## config.mk

```make
export PLATFORM = sky130hd
export DESIGN_NAME = key_conditioner_flat
export DESIGN_NICKNAME = d
export VERILOG_FILES = /design/src/rtl/key_conditioner_pkg.sv /design/src/rtl/key_conditioner_if.sv /design/src/rtl/key_conditioner_debounce.sv /design/src/rtl/key_conditioner.sv /design/src/flat_wrapper.sv
export SDC_FILE = /design/constraint.sdc
export NUM_CORES = 1
export LEC_CHECK = 0
export CELL_PAD_IN_SITES_DETAIL_PLACEMENT = 1
export CELL_PAD_IN_SITES_GLOBAL_PLACEMENT = 2
export CORE_AREA = 5 5 149 151
export CTS_BUF_LIST = sky130_fd_sc_hd__clkbuf_8
export CTS_CLUSTER_DIAMETER = 120
export DETAILED_ROUTE_END_ITERATION = 6
export DIE_AREA = 0 0 154 156
export PLACE_DENSITY = 0.66
export SETUP_SLACK_MARGIN = 0.3
export SKIP_LAST_GASP = 1
export SYNTH_ARGS = -nofsm -noshare
export SYNTH_HDL_FRONTEND = slang
export SYNTH_SLANG_ARGS = --single-unit
```

## constraint.sdc

```tcl
create_clock -name clk -period 4.7 [get_ports clk]
set_input_delay 0.47 -clock clk [delete_from_list [all_inputs] [get_ports clk]]
set_output_delay 0.47 -clock clk [all_outputs]
set_load 0.005 [all_outputs]
```

## src/rtl/key_conditioner_pkg.sv

```systemverilog
// Shared definitions for the key conditioning path: debounce FSM states and
// the board key index map used by the downstream timer logic.
package timer_pkg;

  typedef enum logic [1:0] {
    IDLE         = 2'd0,
    PRESS_WAIT   = 2'd1,
    HELD         = 2'd2,
    RELEASE_WAIT = 2'd3
  } key_state_t;

  localparam int NUM_KEYS  = 4;

  // Board key positions inside the 4-bit key vectors.
  localparam int KEY_RESET = 0;
  localparam int KEY_START = 1;
  localparam int KEY_WRITE = 2;
  localparam int KEY_SHOW  = 3;

  // Larger of two cycle counts; sizes the per-key counter.
  function automatic int max_cycles(input int a, input int b);
    return (a > b) ? a : b;
  endfunction

endpackage

```

## src/rtl/key_conditioner_if.sv

```systemverilog
// Key bundle between the raw board pins and the conditioned key events.
// master: drives raw keys and consumes events; slave: the conditioner.
interface key_conditioner_if;
  logic [3:0] key_n;
  logic [3:0] key_level;
  logic [3:0] key_press;
  logic [3:0] key_release;
  logic [3:0] key_long;

  modport master (
    output key_n,
    input  key_level, key_press, key_release, key_long
  );

  modport slave (
    input  key_n,
    output key_level, key_press, key_release, key_long
  );
endinterface

```

## src/rtl/key_conditioner_debounce.sv

```systemverilog
// key_debounce: one key lane -- 2-flop synchronizer, debounce FSM and counter.
// Build option KEY_CONDITIONER_LONG_PRESS_EN adds a long-press pulse; without
// it long_o is tied low and no long-press counter exists.
module key_debounce
  import timer_pkg::*;
#(
  parameter int DB_CYCLES = 500000,
  parameter int LP_CYCLES = 50000000
) (
  input  logic clk,
  input  logic rst,
  input  logic key_n_i,
  output logic level_o,
  output logic press_o,
  output logic release_o,
  output logic long_o
);

  localparam int CNT_W = $clog2(max_cycles(DB_CYCLES, LP_CYCLES) + 1);
  localparam logic [CNT_W-1:0] DB_LAST = CNT_W'(DB_CYCLES - 1);

  logic [1:0]       sync_q;
  logic             key_s;
  key_state_t       state_q;
  logic [CNT_W-1:0] cnt_q;
  logic             level_q;
  logic             press_q;
  logic             release_q;
  logic             press_entry;

  // Two-flop synchronizer; resets to the released (high) level.
  always_ff @(posedge clk) begin
    if (rst) sync_q <= 2'b11;
    else     sync_q <= {sync_q[0], key_n_i};
  end

  assign key_s = sync_q[1];

  // The edge on which a debounced press is accepted.
  assign press_entry = (state_q == PRESS_WAIT) && !key_s && (cnt_q == DB_LAST);

  // Debounce FSM with registered level and one-cycle press/release pulses.
  // Reset parks in RELEASE_WAIT so a key held through reset is absorbed
  // silently, and release only pulses when a debounced press was reported.
  always_ff @(posedge clk) begin
    if (rst) begin
      state_q   <= RELEASE_WAIT;
      cnt_q     <= '0;
      level_q   <= 1'b0;
      press_q   <= 1'b0;
      release_q <= 1'b0;
    end else begin
      press_q   <= 1'b0;
      release_q <= 1'b0;
      case (state_q)
        IDLE: begin
          if (!key_s) begin
            state_q <= PRESS_WAIT;
            cnt_q   <= '0;
          end
        end
        PRESS_WAIT: begin
          if (key_s) begin
            state_q <= IDLE;
            cnt_q   <= '0;
          end else if (cnt_q == DB_LAST) begin
            state_q <= HELD;
            cnt_q   <= '0;
            press_q <= 1'b1;
            level_q <= 1'b1;
          end else begin
            cnt_q <= cnt_q + 1'b1;
          end
        end
        HELD: begin
          if (key_s) begin
            state_q <= RELEASE_WAIT;
            cnt_q   <= '0;
          end
        end
        RELEASE_WAIT: begin
          if (!key_s) begin
            state_q <= HELD;
            cnt_q   <= '0;
          end else if (cnt_q == DB_LAST) begin
            state_q   <= IDLE;
            cnt_q     <= '0;
            release_q <= level_q;
            level_q   <= 1'b0;
          end else begin
            cnt_q <= cnt_q + 1'b1;
          end
        end
        default: begin
          state_q <= IDLE;
          cnt_q   <= '0;
        end
      endcase
    end
  end

  assign level_o   = level_q;
  assign press_o   = press_q;
  assign release_o = release_q;

`ifdef KEY_CONDITIONER_LONG_PRESS_EN
  localparam logic [CNT_W-1:0] LP_LAST = CNT_W'(LP_CYCLES - 1);
  localparam logic [CNT_W-1:0] LP_PRE  = CNT_W'(LP_CYCLES - 2);

  logic [CNT_W-1:0] lp_cnt_q;
  logic             long_done_q;
  logic             long_q;

  // Hold timer: starts at press acceptance, keeps running through glitches
  // absorbed by RELEASE_WAIT, saturates, and fires once per accepted press.
  always_ff @(posedge clk) begin
    if (rst) begin
      lp_cnt_q    <= '0;
      long_done_q <= 1'b1;
      long_q      <= 1'b0;
    end else begin
      long_q <= 1'b0;
      if (press_entry) begin
        lp_cnt_q    <= '0;
        long_done_q <= 1'b0;
      end else if (state_q == HELD || state_q == RELEASE_WAIT) begin
        if (lp_cnt_q != LP_LAST) lp_cnt_q <= lp_cnt_q + 1'b1;
        if (state_q == HELD && !long_done_q && lp_cnt_q >= LP_PRE) begin
          long_q      <= 1'b1;
          long_done_q <= 1'b1;
        end
      end
    end
  end

  assign long_o = long_q;
`else
  assign long_o = 1'b0;
`endif

endmodule

```

## src/rtl/key_conditioner.sv

```systemverilog
// key_conditioner: four independent key_debounce lanes behind one key bundle.
// Build option KEY_CONDITIONER_LONG_PRESS_EN enables the key_long pulses.
module key_conditioner
  import timer_pkg::*;
#(
  parameter int FREQ_MHZ    = 50,
  parameter int DEBOUNCE_MS = 10,
  parameter int LONG_MS     = 1000
) (
  input logic              clk,
  input logic              rst,
  key_conditioner_if.slave kif
);

  localparam int DB_CYCLES = FREQ_MHZ * 1000 * DEBOUNCE_MS;
  localparam int LP_CYCLES = FREQ_MHZ * 1000 * LONG_MS;

  logic [NUM_KEYS-1:0] level_w;
  logic [NUM_KEYS-1:0] press_w;
  logic [NUM_KEYS-1:0] release_w;
  logic [NUM_KEYS-1:0] long_w;

  for (genvar gi = 0; gi < NUM_KEYS; gi++) begin : g_key
    key_debounce #(
      .DB_CYCLES (DB_CYCLES),
      .LP_CYCLES (LP_CYCLES)
    ) u_key (
      .clk       (clk),
      .rst       (rst),
      .key_n_i   (kif.key_n[gi]),
      .level_o   (level_w[gi]),
      .press_o   (press_w[gi]),
      .release_o (release_w[gi]),
      .long_o    (long_w[gi])
    );
  end

  assign kif.key_level   = level_w;
  assign kif.key_press   = press_w;
  assign kif.key_release = release_w;
  assign kif.key_long    = long_w;

endmodule

```

## src/flat_wrapper.sv

```systemverilog
// flat-port wrapper written by rule: the top's interface ports become plain ports
module key_conditioner_flat import timer_pkg::*;
#(
  parameter int FREQ_MHZ    = 50,
  parameter int DEBOUNCE_MS = 10,
  parameter int LONG_MS     = 1000
)
  (clk, rst, kif_key_n, kif_key_level, kif_key_press, kif_key_release, kif_key_long);
  key_conditioner_if kif_i ();
  input logic clk;
  input logic rst;
  input wire logic [$bits(kif_i.key_n)-1:0] kif_key_n;
  output wire logic [$bits(kif_i.key_level)-1:0] kif_key_level;
  output wire logic [$bits(kif_i.key_press)-1:0] kif_key_press;
  output wire logic [$bits(kif_i.key_release)-1:0] kif_key_release;
  output wire logic [$bits(kif_i.key_long)-1:0] kif_key_long;
  assign kif_i.key_n = kif_key_n;
  assign kif_key_level = kif_i.key_level;
  assign kif_key_press = kif_i.key_press;
  assign kif_key_release = kif_i.key_release;
  assign kif_key_long = kif_i.key_long;
  key_conditioner #(.FREQ_MHZ(FREQ_MHZ), .DEBOUNCE_MS(DEBOUNCE_MS), .LONG_MS(LONG_MS)) u_core (.clk(clk), .rst(rst), .kif(kif_i));
endmodule
```

Word level (Yosys, flattened, before mapping)
Index checks and enable logic that the tools add are counted.

Bits in registers: 132. Input bits: 6. Output and inout port bits: 16. Logic and storage cells: 196.

Add/subtract/negate cells: 4. Eq/ne operators: 48. Multiplexer cells: 76. Bitwise operators: 16. Reduce and logical (&&, ||, !) cells: 28.

Operator list (number): two-way mux 26 bit (20); one-hot mux 26 bit (4 select lines) (4); adder 26 x 1 -> 26 bit, second input constant (4); equality test 26 x 19 -> 1 bit, second input constant (4); two-way mux 2 bit (24); != test 2 bit, second input constant (20); one-hot mux 2 bit (4 select lines) (4); two-way mux 1 bit (20); AND reduction 5 bit (4); equality test 2 bit, second input constant (8); inverter 1 bit (16); AND reduction 4 bit (4); OR reduction 4 bit (4); != test 3 x 2 -> 1 bit, second input constant (4); != test 3 bit, second input constant (4); OR reduction 3 bit (4); equality test 2 x 1 -> 1 bit, second input constant (4); zero test 2 bit (4); != test 2 x 1 -> 1 bit, second input constant (4); one-hot mux 1 bit (2 select lines) (4); AND reduction 2 bit (4); nonzero test 2 bit (4).

Logic depth before layout (Yosys ltp)
Depth after elaboration: 4. Mapped depth: 8. Depth with buffers taken out: 6.

By module
A second synthesis with hierarchy kept.

Cell total of the unflattened synthesis: 746. Area total of the unflattened synthesis: 6481.2 µm².

By module, submodules not included: key_debounce at u_core.g_key[0].u_key ... (instances 3, cells an instance 187, area an instance 1625.3 µm², sequential area each 660.6 µm²); key_debounce at u_core.g_key[3].u_key (instances 1, cells an instance 185, area an instance 1605.3 µm², sequential area each 660.6 µm²).

Worst setup path before layout
Ideal clock, no wire load.

Path type: register to register. Start point: register u_core.g_key[3].u_key.cnt_q[5]. End point: register u_core.g_key[3].u_key.cnt_q[19]. Setup time: 129 ps. Arrival: 1876 ps. Data required time: 4571 ps. Slack: 2696 ps. Stages on the path, launching flop included: 8. Buffers on the path: 2. Clock period less this slack: 2004 ps. Cells stage by stage: dfxtp_1 -> buf_6 -> or4b_4 -> nor4_4 -> a211oi_2 -> buf_4 -> a32oi_1 -> nand2_1.

Word-level cells in the longest chain between the ends: 4.

RTL lines: from (decl) (RTL line key_conditioner_debounce.sv:25) `logic [CNT_W-1:0] cnt_q;`; from (signal assigned) (RTL line key_conditioner_debounce.sv:72) `cnt_q <= cnt_q + 1'b1;`; from (signal assigned) (RTL line key_conditioner_debounce.sv:91) `cnt_q <= cnt_q + 1'b1;`; adder 26 x 1 -> 26 bit or equality test 26 x 19 -> 1 bit (tied branches); two-way mux 26 bit * (RTL line key_conditioner_debounce.sv:66, key_conditioner_debounce.sv:85); two-way mux 26 bit (on tied branches) (RTL line key_conditioner_debounce.sv:82, key_conditioner_debounce.sv:63); one-hot mux 26 bit (4 select lines) * (RTL line key_conditioner_debounce.sv:55) `case (state_q)`.

Mark *: on every way between the ends. The rest lies on a longest branch, timed or not. A chain may end at the register's enable or synchronous reset.

Final worst setup path
Start point: register u_core.g_key[3].u_key.cnt_q[13]. End point: register u_core.g_key[3].u_key.cnt_q[25].

The elaborated chain is that of the path after synthesis.

==> summary.txt <==
Status
  • Outcome: complete, no violations

Logic synthesis
  • Post-synth top area share: 39.7%
  • Synthesized flop and latch total: 132
  • Synth Instances: 791
  • Sequential area share after synthesis: 39.7%
  • Post-synth EDFFs: 0
  • Area contributors post-synth: dfxtp_1, nand2_1, nor2_1
  • Mapped Avg Cell Area: 8.42 sq um
  • Syn. warnings: 0
  • Dominant cell type by area after synthesis: dfxtp_1
  • Top_reg_cell synth: dfxtp_1
  • Mapped Area: 6660 sq um
  • Post-synthesis async set-or-reset flop share: 0%
  • Yosys cell types: 61

GRT
  • Met2 Resource Use GR: 25.5%
  • Met3 GRT Util: 3.52%
  • Largest net degree at the start of global routing: 26
  • Met1 GRT Util: 20.4%
  • Most Crowded Layer GR: met2
  • Global route total overflow: 0
  • First-pass GRT wire length: 31000 um
  • GRT Util Overall: 15.5%
  • Initial antenna violation count: 0
  • Number of global-route vias before repair: 6076

Setup path
  • Cells on worst reg2reg path: 6
  • Peak fanout along the critical path: 20
  • Worst setup EP type: register
  • R2R setup slack: 2.30 ns
  • Worst EP arrival: 2.71 ns
  • FF-to-FF Start: u_core.g_key[3].u_key.cnt_q[13]$_SDFFE_PP0P_
  • Worst Path Required: 5.01 ns
  • Worst Setup Start Kind: register
  • Terminus of the critical flop-to-flop path: u_core.g_key[3].u_key.cnt_q[25]$_SDFFE_PP0P_
  • Critical path class: reg -> reg

Job
  • Number of max-cap violations: 0

Timing
  • Slew @ Worst Pin: 1.13 ns
  • Setup TNS: 0 ns
  • RSZ-0062 raised after global routing: no
  • Worst rel slew slack: 24.5%
  • Tmin final: 2.40 ns
  • Max Slew Vio Count: 0
  • FMAX: 0.417 GHz
  • Final setup viols: 0
  • Min Hold Slack: 0.412 ns
  • Final hold vios: 0
  • Period utilization: 51.0%
  • Clock skew: 0.0100 ns

CTS
  • CTS tree: done
  • Worst-Skew Late Latency: 0.44 ns
  • Cts hold-fix bufs: 0
  • Clk pin slew, worst setup/hold paths: 0.08 ns
  • Clock buffer depth: 2
  • # Post-CTS Setup Buffers: 0
  • CTS Sinks: 132
  • H-tree levels: 4
  • Cts repair resizes: 0
  • CTS buffer count: 17
  • Root Buffer: clkbuf_8

Worst hold path
  • Hold depth: 1
  • Worst hold path type: reg -> reg
  • HP Start: u_core.g_key[2].u_key.sync_q[0]$_SDFF_PP1_
  • Worst Hold End: u_core.g_key[2].u_key.sync_q[1]$_SDFF_PP1_

Power and ir drop
  • NetSw: 0.000544 W
  • Sw Share: 25.9%
  • Fraction of power consumed by the clock network: 38.3%
  • Power density over the cells: 288 nW/um^2
  • VDD IR-drop max: 0.000171 V
  • Sequential power share: 56.1%
  • Logic gate share of total power: 5.5%
  • Cell Int Power: 0.00155 W
  • P_leak: 2.43 nW
  • Pwr Total: 0.00210 W

Detailed routing
  • Antenna viol nets, final: 0
  • Total number of vias: 5874
  • Avg WL per Cell: 16.9 um
  • Pre-antenna DRT Iters: 4
  • DR iter-0 viols: 277
  • DRC: 0
  • WL final: 18300 um
  • Via/cell ratio: 5.45

Layout
  • Post-layout instance area: 7290 sq um
  • Synth-to-Final Area Change: 9.43%
  • Most common cell after layout, fill and taps aside: dfxtp_1
  • Diode count: 0
  • Layout cells sized above 1: 8.34%
  • Nets: 801
  • Most frequent cells in the layout: dfxtp_1, nand2_1, nor2_1

Place
  • Routability cong.: 0.760
  • IO Port Bufs: 17
  • HPWL Detailed: 12900 um
  • Area after DPL: 6980 sq um

Floorplanning
  • DIE HEIGHT: 156 um
  • Core Area: 20700 sq um
  • Die footprint: 24000 sq um
  • Initial Util: 32.2%
  • Die width: 154 um
  • # rows: 53
  • I/O Pins: 22
[critical path: stages (launching register included)]
cell and delay [ns]:
dfxtp_1 0.45, or4b_4 0.51, nor4_4 0.49, a211oi_4 0.24, buf_4 0.28, a41oi_1 0.23, a31oi_1 0.06
[Yosys cell counts (14+ instances only)]
| cell type | count |
|---|---|
| nand2_1 | 86 |
| nor2_1 | 77 |
| dfxtp_1 | 132 |
| clkbuf_1 | 14 |
| nand4_1 | 39 |
| o21ai_0 | 18 |
| nor3_1 | 27 |
| xor2_1 | 19 |
| a21oi_1 | 29 |
| inv_1 | 15 |
| buf_4 | 19 |
| nor4_1 | 20 |
| xnor2_1 | 28 |
| nand3_1 | 46 |
| a31oi_1 | 33 |
[power by group through the flow]
stage | Clock [W] | Combinational [W] | Sequential [W]
floorplan | 0 | 0.000101 | 0.00118
global placement | 0 | 0.000112 | 0.00120
detailed placement | 0 | 0.000117 | 0.00120
CTS | 0.000841 | 0.000118 | 0.00118
global route | 0.000889 | 0.000132 | 0.00118
finish | 0.000804 | 0.000116 | 0.00118
[metal layers]
layer  wire length, um  vias to the layer above  part of all wire (%)
li1                  -                     2907                     -
met1              9010                     2877                    49
met2              8440                       67                    46
met3               535                       23                   2.9
met4               267                        0                   1.5
met5                 0                        -                     0
[registers in the layout, indices dropped and copies added, names as in the netlist, named ones only]
register / cells
u_core.g_key.u_key.cnt_q: 104
u_core.g_key.u_key.sync_q: 8
u_core.g_key.u_key.level_o: 4
u_core.g_key.u_key.press_o: 4
u_core.g_key.u_key.release_o: 4
u_core.g_key.u_key.state_q: 4
[per-stage QoR]
| stage | util, % | setup WS, ns | std cells |
|---|---|---|---|
| floorplan | - | 2.70 | 794 |
| global placement | 33.7 | 2.31 | 1047 |
| detailed placement | 33.7 | 2.21 | 1047 |
| CTS | 35.2 | 2.27 | 1078 |
| global route | 35.2 | 2.13 | 1078 |
| finish | 35.2 | 2.30 | 1078 |
[logic make-up after synthesis]
kind of cell	after synthesis	share of synthesized area (%)
muxes	12	1.80
other	1	0.0563
DFF	132	39.7
AOI/OAI and AO/OA	147	14.9
and+or+nand+nor	387	31.6
buffers and inverters	61	5.03
xor gates and xnor gates	47	6.18
adders and majority gates	4	0.751
[worst max path at each step]
stage / startpoint / to / slack, ns / depth (start not counted)
2_1_floorplan: u_core.g_key[3].u_key.cnt_q[5]$_SDFFE_PP0P_ / u_core.g_key[3].u_key.cnt_q[19]$_SDFFE_PP0P_ / 2.70 / 7
3_3_place_gp: u_core.g_key[0].u_key.cnt_q[7]$_SDFFE_PP0P_ / u_core.g_key[0].u_key.cnt_q[17]$_SDFFE_PP0P_ / 2.31 / 5
3_5_place_dp: rst / u_core.g_key[1].u_key.cnt_q[18]$_SDFFE_PP0P_ / 2.21 / 4
4_1_cts: u_core.g_key[0].u_key.cnt_q[7]$_SDFFE_PP0P_ / u_core.g_key[0].u_key.cnt_q[2]$_SDFFE_PP0P_ / 2.27 / 5
5_1_grt: u_core.g_key[1].u_key.cnt_q[0]$_SDFFE_PP0P_ / u_core.g_key[1].u_key.cnt_q[14]$_SDFFE_PP0P_ / 2.13 / 6
6_report: u_core.g_key[3].u_key.cnt_q[13]$_SDFFE_PP0P_ / u_core.g_key[3].u_key.cnt_q[25]$_SDFFE_PP0P_ / 2.30 / 6
[area by class of cell]
cell class	instances	area [sq um]
timing repair buffer	24	218
inverter	15	56.3
tap	275	344
multi-input combinational	601	3720
clock buffer	19	262
clock inverter	12	52.6
sequential	132	2640
fill	2509	13400
Power figures use the tool's default switching activity.
